===== src/rtl/pipe_ctrl_if.sv =====
// Handshake bundle between the pipeline stages and the central sequencer.
// The pipeline (master) raises requests; the sequencer (slave) answers with stall/flush/redirect/trap.
interface pipe_ctrl_if;
    logic        stallreq_if;
    logic        stallreq_id;
    logic        stallreq_ex;
    logic        stallreq_mem;
    logic        branch_req_i;
    logic [31:0] branch_tgt_i;
    logic        excp_req_i;
    logic [3:0]  excp_cause_i;
    logic [31:0] excp_pc_i;
    logic [31:0] mtvec_i;
    logic [5:0]  stalled;
    logic [5:0]  flush;
    logic        redirect_o;
    logic [31:0] redirect_pc_o;
    logic        excp_valid_o;
    logic [3:0]  excp_cause_o;
    logic [31:0] excp_epc_o;

    modport master (
        output stallreq_if, stallreq_id, stallreq_ex, stallreq_mem,
        output branch_req_i, branch_tgt_i,
        output excp_req_i, excp_cause_i, excp_pc_i, mtvec_i,
        input  stalled, flush, redirect_o, redirect_pc_o,
        input  excp_valid_o, excp_cause_o, excp_epc_o
    );

    modport slave (
        input  stallreq_if, stallreq_id, stallreq_ex, stallreq_mem,
        input  branch_req_i, branch_tgt_i,
        input  excp_req_i, excp_cause_i, excp_pc_i, mtvec_i,
        output stalled, flush, redirect_o, redirect_pc_o,
        output excp_valid_o, excp_cause_o, excp_epc_o
    );
endinterface


===== src/rtl/pipe_ctrl.sv =====
// Central pipeline sequencer: merges stall requests, EX branch redirects and MEM exceptions
// into the stall/flush vectors and PC redirect, deferring redirects while a fetch is in flight.
module pipe_ctrl #(
    parameter int          MEM_TIMEOUT   = 256,
    parameter int          CNT_W         = 9,
    parameter logic [3:0]  TIMEOUT_CAUSE = 4'hB
) (
    input logic       clk,
    input logic       rst,
    pipe_ctrl_if.slave bus
);

    typedef enum logic {
        RUN  = 1'b0,
        PEND = 1'b1
    } state_t;

    state_t            state_q, state_d;
    logic [31:0]       tgt_q, tgt_d;
    logic [CNT_W-1:0]  cnt_q, cnt_d;

    logic [5:0]  base_stall;
    logic        timeout_hit;
    logic        take_excp;
    logic        branch_ok;

    logic [5:0]  stalled_c;
    logic [5:0]  flush_c;
    logic        redirect_c;
    logic [31:0] redirect_pc_c;
    logic        excp_valid_c;
    logic [3:0]  excp_cause_c;
    logic [31:0] excp_epc_c;

    // Stall the highest requesting stage and everything upstream of it.
    always_comb begin
        base_stall = 6'b000000;
        if (bus.stallreq_mem) begin
            base_stall = 6'b011111;
        end else if (bus.stallreq_ex) begin
            base_stall = 6'b001111;
        end else if (bus.stallreq_id) begin
            base_stall = 6'b000111;
        end else if (bus.stallreq_if) begin
            base_stall = 6'b000011;
        end
    end

    // A branch is held by a frozen EX stage, so it only counts once EX can advance.
    always_comb begin
        timeout_hit = bus.stallreq_mem && (cnt_q == CNT_W'(MEM_TIMEOUT - 1));
        take_excp   = bus.excp_req_i || timeout_hit;
        branch_ok   = bus.branch_req_i && !bus.stallreq_ex && !bus.stallreq_mem;
    end

    always_comb begin
        cnt_d = '0;
        if (take_excp) begin
            cnt_d = '0;
        end else if (bus.stallreq_mem) begin
            cnt_d = (cnt_q == {CNT_W{1'b1}}) ? cnt_q : cnt_q + 1'b1;
        end
    end

    always_comb begin
        state_d       = state_q;
        tgt_d         = tgt_q;
        stalled_c     = base_stall;
        flush_c       = 6'b000000;
        redirect_c    = 1'b0;
        redirect_pc_c = 32'h0;
        excp_valid_c  = 1'b0;
        excp_cause_c  = 4'h0;
        excp_epc_c    = 32'h0;

        if (take_excp) begin
            stalled_c     = 6'b000000;
            flush_c       = 6'b011111;
            redirect_c    = 1'b1;
            redirect_pc_c = bus.mtvec_i;
            excp_valid_c  = 1'b1;
            excp_cause_c  = bus.excp_req_i ? bus.excp_cause_i : TIMEOUT_CAUSE;
            excp_epc_c    = bus.excp_pc_i;
            state_d       = RUN;
        end else if (branch_ok) begin
            flush_c = 6'b000110;
            if (bus.stallreq_if) begin
                // Fetch still in flight: remember the target and redirect once it lands.
                stalled_c = 6'b000011;
                tgt_d     = bus.branch_tgt_i;
                state_d   = PEND;
            end else begin
                stalled_c     = 6'b000000;
                redirect_c    = 1'b1;
                redirect_pc_c = bus.branch_tgt_i;
                state_d       = RUN;
            end
        end else if (state_q == PEND) begin
            if (bus.stallreq_if) begin
                stalled_c = base_stall | 6'b000011;
            end else begin
                flush_c       = 6'b000010;
                redirect_c    = 1'b1;
                redirect_pc_c = tgt_q;
                state_d       = RUN;
            end
        end

        if (rst) begin
            stalled_c     = 6'b000000;
            flush_c       = 6'b000000;
            redirect_c    = 1'b0;
            redirect_pc_c = 32'h0;
            excp_valid_c  = 1'b0;
            excp_cause_c  = 4'h0;
            excp_epc_c    = 32'h0;
        end
    end

    always_ff @(posedge clk) begin
        if (rst) begin
            state_q <= RUN;
            tgt_q   <= 32'h0;
            cnt_q   <= '0;
        end else begin
            state_q <= state_d;
            tgt_q   <= tgt_d;
            cnt_q   <= cnt_d;
        end
    end

    assign bus.stalled       = stalled_c;
    assign bus.flush         = flush_c;
    assign bus.redirect_o    = redirect_c;
    assign bus.redirect_pc_o = redirect_pc_c;
    assign bus.excp_valid_o  = excp_valid_c;
    assign bus.excp_cause_o  = excp_cause_c;
    assign bus.excp_epc_o    = excp_epc_c;

endmodule


===== src/flat_wrapper.sv =====
// flat-port wrapper written by rule: the top's interface ports become plain ports
module pipe_ctrl_flat 
#(
    parameter int          MEM_TIMEOUT   = 256,
    parameter int          CNT_W         = 9,
    parameter logic [3:0]  TIMEOUT_CAUSE = 4'hB
)
  (clk, rst, bus_stallreq_if, bus_stallreq_id, bus_stallreq_ex, bus_stallreq_mem, bus_branch_req_i, bus_branch_tgt_i, bus_excp_req_i, bus_excp_cause_i, bus_excp_pc_i, bus_mtvec_i, bus_stalled, bus_flush, bus_redirect_o, bus_redirect_pc_o, bus_excp_valid_o, bus_excp_cause_o, bus_excp_epc_o);
  pipe_ctrl_if bus_i ();
  input logic clk;
  input logic rst;
  input wire logic [$bits(bus_i.stallreq_if)-1:0] bus_stallreq_if;
  input wire logic [$bits(bus_i.stallreq_id)-1:0] bus_stallreq_id;
  input wire logic [$bits(bus_i.stallreq_ex)-1:0] bus_stallreq_ex;
  input wire logic [$bits(bus_i.stallreq_mem)-1:0] bus_stallreq_mem;
  input wire logic [$bits(bus_i.branch_req_i)-1:0] bus_branch_req_i;
  input wire logic [$bits(bus_i.branch_tgt_i)-1:0] bus_branch_tgt_i;
  input wire logic [$bits(bus_i.excp_req_i)-1:0] bus_excp_req_i;
  input wire logic [$bits(bus_i.excp_cause_i)-1:0] bus_excp_cause_i;
  input wire logic [$bits(bus_i.excp_pc_i)-1:0] bus_excp_pc_i;
  input wire logic [$bits(bus_i.mtvec_i)-1:0] bus_mtvec_i;
  output wire logic [$bits(bus_i.stalled)-1:0] bus_stalled;
  output wire logic [$bits(bus_i.flush)-1:0] bus_flush;
  output wire logic [$bits(bus_i.redirect_o)-1:0] bus_redirect_o;
  output wire logic [$bits(bus_i.redirect_pc_o)-1:0] bus_redirect_pc_o;
  output wire logic [$bits(bus_i.excp_valid_o)-1:0] bus_excp_valid_o;
  output wire logic [$bits(bus_i.excp_cause_o)-1:0] bus_excp_cause_o;
  output wire logic [$bits(bus_i.excp_epc_o)-1:0] bus_excp_epc_o;
  assign bus_i.stallreq_if = bus_stallreq_if;
  assign bus_i.stallreq_id = bus_stallreq_id;
  assign bus_i.stallreq_ex = bus_stallreq_ex;
  assign bus_i.stallreq_mem = bus_stallreq_mem;
  assign bus_i.branch_req_i = bus_branch_req_i;
  assign bus_i.branch_tgt_i = bus_branch_tgt_i;
  assign bus_i.excp_req_i = bus_excp_req_i;
  assign bus_i.excp_cause_i = bus_excp_cause_i;
  assign bus_i.excp_pc_i = bus_excp_pc_i;
  assign bus_i.mtvec_i = bus_mtvec_i;
  assign bus_stalled = bus_i.stalled;
  assign bus_flush = bus_i.flush;
  assign bus_redirect_o = bus_i.redirect_o;
  assign bus_redirect_pc_o = bus_i.redirect_pc_o;
  assign bus_excp_valid_o = bus_i.excp_valid_o;
  assign bus_excp_cause_o = bus_i.excp_cause_o;
  assign bus_excp_epc_o = bus_i.excp_epc_o;
  pipe_ctrl #(.MEM_TIMEOUT(MEM_TIMEOUT), .CNT_W(CNT_W), .TIMEOUT_CAUSE(TIMEOUT_CAUSE)) u_core (.clk(clk), .rst(rst), .bus(bus_i));
endmodule

===== config.mk =====
export PLATFORM = sky130hd
export DESIGN_NAME = pipe_ctrl_flat
export DESIGN_NICKNAME = d
export VERILOG_FILES = /design/src/rtl/pipe_ctrl_if.sv /design/src/rtl/pipe_ctrl.sv /design/src/flat_wrapper.sv
export SDC_FILE = /design/constraint.sdc
export NUM_CORES = 1
export LEC_CHECK = 0
export ABC_AREA = 1
export CORE_AREA = 2 2 100 102
export DETAILED_ROUTE_END_ITERATION = 16
export DIE_AREA = 0 0 102 104
export GPL_ROUTABILITY_DRIVEN = 0
export GPL_TIMING_DRIVEN = 0
export PLACE_DENSITY = 0.88
export SLEW_MARGIN = 20
export SYNTH_ARGS = -nofsm -noshare
export SYNTH_HDL_FRONTEND = slang
export SYNTH_SLANG_ARGS = --single-unit

===== constraint.sdc =====
create_clock -name clk -period 1.8 [get_ports clk]
set_input_delay 0.36 -clock clk [delete_from_list [all_inputs] [get_ports clk]]
set_output_delay 0.36 -clock clk [all_outputs]
set_load 0.01 [all_outputs]

==> results.sh <==
export IMPL_worst_ep_arrival_time_ns=2.07
export IMPL_routed_via_density=4.68
export IMPL_core_rowCount=36
export IMPL_most_frequent_cells_in_the_layout="sky130_fd_sc_hd__nand2_1, sky130_fd_sc_hd__clkdlybuf4s50_1, sky130_fd_sc_hd__inv_1, sky130_fd_sc_hd__nor2_1, sky130_fd_sc_hd__nand3_1"
export IMPL_cts_buffers_inserted=5
export IMPL_number_of_global_route_vias_before_repair=4179
export IMPL_clkSinkCount=42
export IMPL_grt_overflow=0
export IMPL_power_switching_share_pct=30.4
export IMPL_avgSynthCellArea_sq_um=5.40
export IMPL_total_leakage_power_nw=3.27
export IMPL_detailedPlacementHpwl_mm=9.08
export IMPL_worstSetupPathType="reg2out"
export IMPL_clk_skew_ns=0.00999
export IMPL_layout_nets=955
export IMPL_final_min_period_over_clock_period_pct=135
export IMPL_yosysWarningCount=0
export IMPL_holdWs_ns=0.478
export IMPL_ys_types=27
export IMPL_drive_gt1_share_pct=34.8
export IMPL_hold_violations=0
export IMPL_timing_hold_worst_start="u_core.tgt_q[3]$_SDFFE_PP0P_"
export IMPL_powerDensity_nw_per_um2=417
export IMPL_total_switching_power_mw=0.819
export IMPL_initialDrtViolationCount=245
export IMPL_final_number_of_max_transition_violations=0
export IMPL_path_category_of_the_worst_min_delay_check="reg2reg"
export IMPL_die_h_um=104
export IMPL_areaGrowthSynthToFinish_pct=91.1
export IMPL_routed_wire_length_per_instance_um=13.6
export IMPL_most_common_library_cell_in_the_layout_ignoring_fill_and_taps="sky130_fd_sc_hd__nand2_1"
export IMPL_preCtsSetupSlack_ns=-0.934
export IMPL_design_die_area_sq_um=10600
export IMPL_initial_utilization_pct=35.4
export IMPL_port_buffers=187
export IMPL_tritoncts="built"
export IMPL_remaining_drc_errors=0
export IMPL_violations="negative setup slack"
export IMPL_post_place_cell_area_sq_um=5600
export IMPL_post_route_util_pct=67.7
export IMPL_grt_pass1_wl_mm=19.7
export IMPL_report_final_setup_viol=97
export IMPL_drv_cap=0
export IMPL_timing_fmax_mhz=411
export IMPL_finalWorstSetupSlack_ns=-0.633
export IMPL_p_int_mw=1.88
export IMPL_drt_pass1_iterations=4
export IMPL_initial_antenna_violation_count=0
export IMPL_p_seq_share_pct=35.6
export IMPL_h_tree_depth=2
export IMPL_ir_worst_vdd_uv=341
export IMPL_power_total_mw=2.70
export IMPL_syn_area_sq_um=3380
export IMPL_clkLatencyLatePin_ns=0.30
export IMPL_global_route_usage_total_pct=22.6
export IMPL_chipWidth_um=102
export IMPL_outcome="complete, but fails checks"
export IMPL_clk_tree_root_cell="sky130_fd_sc_hd__clkbuf_8"
export IMPL_route_vias_total=4573
export IMPL_timing_critical_path_from="u_core.cnt_q[1]$_SDFFE_PP0P_"
export IMPL_layout_cell_area_non_filler_sq_um=6460
export IMPL_cp_max_fo=7
export IMPL_worst_r2r_startpoint="u_core.cnt_q[1]$_SDFFE_PP0P_"
export IMPL_hold_buffers=0
export IMPL_num_antenna_cells=0
export IMPL_finalWorstPathRequiredPeriod_ns=2.43
export IMPL_yosys_register_bits=42
export IMPL_postSynthCellCount=626
export IMPL_grt_setup_unrepaired="yes"
export IMPL_fp_coreArea_sq_um=9550
export IMPL_clkTransAtPathRegs_ns=0.08
export IMPL_combinational_power_share_pct=36.3
export IMPL_io_pins=190
export IMPL_antenna_violating_nets_post_route=0
export IMPL_clkPwrFrac_pct=28.1
export IMPL_grt_start_max_net_pins=14
export IMPL_ys_seq_area_share_pct=24.9
export IMPL_critPathRequiredTime_ns=1.44
export IMPL_startpoint_type="flop"
export IMPL_maximum_clock_path_buffer_count=2
export IMPL_routed_wl_mm=13.3
export IMPL_end_kind="output port"
## logic make-up after synthesis
| logic type | Yosys count | synth area share, % |
|---|---|---|
| AO/OA/AOI/OAI | 13 | 2.04 |
| XOR/XNOR | 1 | 0.259 |
| adder cells (fa/ha/maj) | 3 | 1.11 |
| buffers and inverters | 122 | 17.6 |
| flip-flops | 42 | 24.9 |
| other | 1 | 0.111 |
| AND/OR/NAND/NOR | 444 | 54.0 |
## synth_stat cells
cell	count	area, sq um
sky130_fd_sc_hd__inv_4	1	6.26
sky130_fd_sc_hd__nand2_1	247	927
sky130_fd_sc_hd__conb_1	1	3.75
sky130_fd_sc_hd__nor2_8	1	20.0
sky130_fd_sc_hd__o21ai_0	3	15.0
sky130_fd_sc_hd__nand4_1	1	6.26
sky130_fd_sc_hd__ha_1	3	37.5
sky130_fd_sc_hd__buf_6	10	113
sky130_fd_sc_hd__nand3b_1	2	15.0
sky130_fd_sc_hd__dfxtp_1	42	841
sky130_fd_sc_hd__clkbuf_1	4	15.0
sky130_fd_sc_hd__nand3_2	1	10.0
sky130_fd_sc_hd__nor2_2	1	6.26
sky130_fd_sc_hd__nand2_4	3	33.8
sky130_fd_sc_hd__nand3_1	68	340
sky130_fd_sc_hd__a31oi_1	1	6.26
sky130_fd_sc_hd__buf_4	11	82.6
sky130_fd_sc_hd__o21a_1	1	7.51
sky130_fd_sc_hd__nor2_4	2	22.5
sky130_fd_sc_hd__buf_1	3	11.3
sky130_fd_sc_hd__nor3_1	2	10.0
sky130_fd_sc_hd__nor2_1	116	435
sky130_fd_sc_hd__inv_2	4	15.0
sky130_fd_sc_hd__buf_2	14	70.1
sky130_fd_sc_hd__xnor2_1	1	8.76
sky130_fd_sc_hd__inv_1	75	282
sky130_fd_sc_hd__a21oi_1	8	40.0
## through the flow
stage / setup TNS, ns / std cells
CTS: -67.73 / 975
floorplan: -3.26 / 627
finish: -43.19 / 978
global placement: -63.10 / 947
global route: -54.21 / 978
detailed placement: -64.86 / 947
## state kept, by name, summed over array words and instances, names as in the netlist
name and flops:
u_core.cnt_q 9, u_core.tgt_q 32, u_core.state_q 1
## repair_timing
item                                    in CTS  in global routing
gates resized for setup                    352                158
endpoints found under the hold margin        0                  0
endpoints found under the setup margin      80                116
setup buffers                               18                  9
pin swaps                                    5                 41
cloned                                       2                  4
## routing by layer
metal	share of wire [%]	track usage [%]
met5	0	0
met4	2.5	5.62
met3	6.1	3.83
met2	53	39.9
met1	39	28.2
## worst paths after layout
| check | to | slack, ns | cells after the start |
|---|---|---|---|
| max | bus_redirect_pc_o[1] | -0.63 | 12 |
| min | u_core.tgt_q[3]$_SDFFE_PP0P_ | 0.48 | 2 |
| min reg2reg | u_core.tgt_q[3]$_SDFFE_PP0P_ | 0.48 | 2 |
| max reg2reg | u_core.tgt_q[17]$_SDFFE_PP0P_ | -0.07 | 12 |
## power by group through the flow
stage | Clock [mW] | Combinational (mW) | Sequential, mW
after global placement | 0 | 0.842 | 0.975
after detailed placement | 0 | 0.851 | 0.976
final | 0.758 | 0.980 | 0.959
after global routing | 0.798 | 1.05 | 0.961
after CTS | 0.765 | 0.891 | 0.954
after floorplan | 0 | 0.361 | 0.974
## critical path: stages, from the launching register on
cell and delay, ns:
sky130_fd_sc_hd__dfxtp_2 0.34, sky130_fd_sc_hd__ha_4 0.17, sky130_fd_sc_hd__nand3_4 0.08, sky130_fd_sc_hd__nor3_4 0.04
sky130_fd_sc_hd__ha_2 0.18, sky130_fd_sc_hd__nand2_4 0.09, sky130_fd_sc_hd__nand2_8 0.08, sky130_fd_sc_hd__nor2_4 0.23
sky130_fd_sc_hd__buf_6 0.17, sky130_fd_sc_hd__buf_4 0.11, sky130_fd_sc_hd__nand3_2 0.08, sky130_fd_sc_hd__nand2_1 0.06
sky130_fd_sc_hd__buf_2 0.12
## area by class of cell
type | instances | area, sq um
multi-input combinational | 463 | 2570
timing repair buffer | 211 | 2060
fill | 779 | 3090
clock buffer | 6 | 72.6
buffer | 41 | 392
sequential | 42 | 845
inverter | 80 | 315
clock inverter | 2 | 37.5
tap | 133 | 166
(Power assumes the default switching activity.)
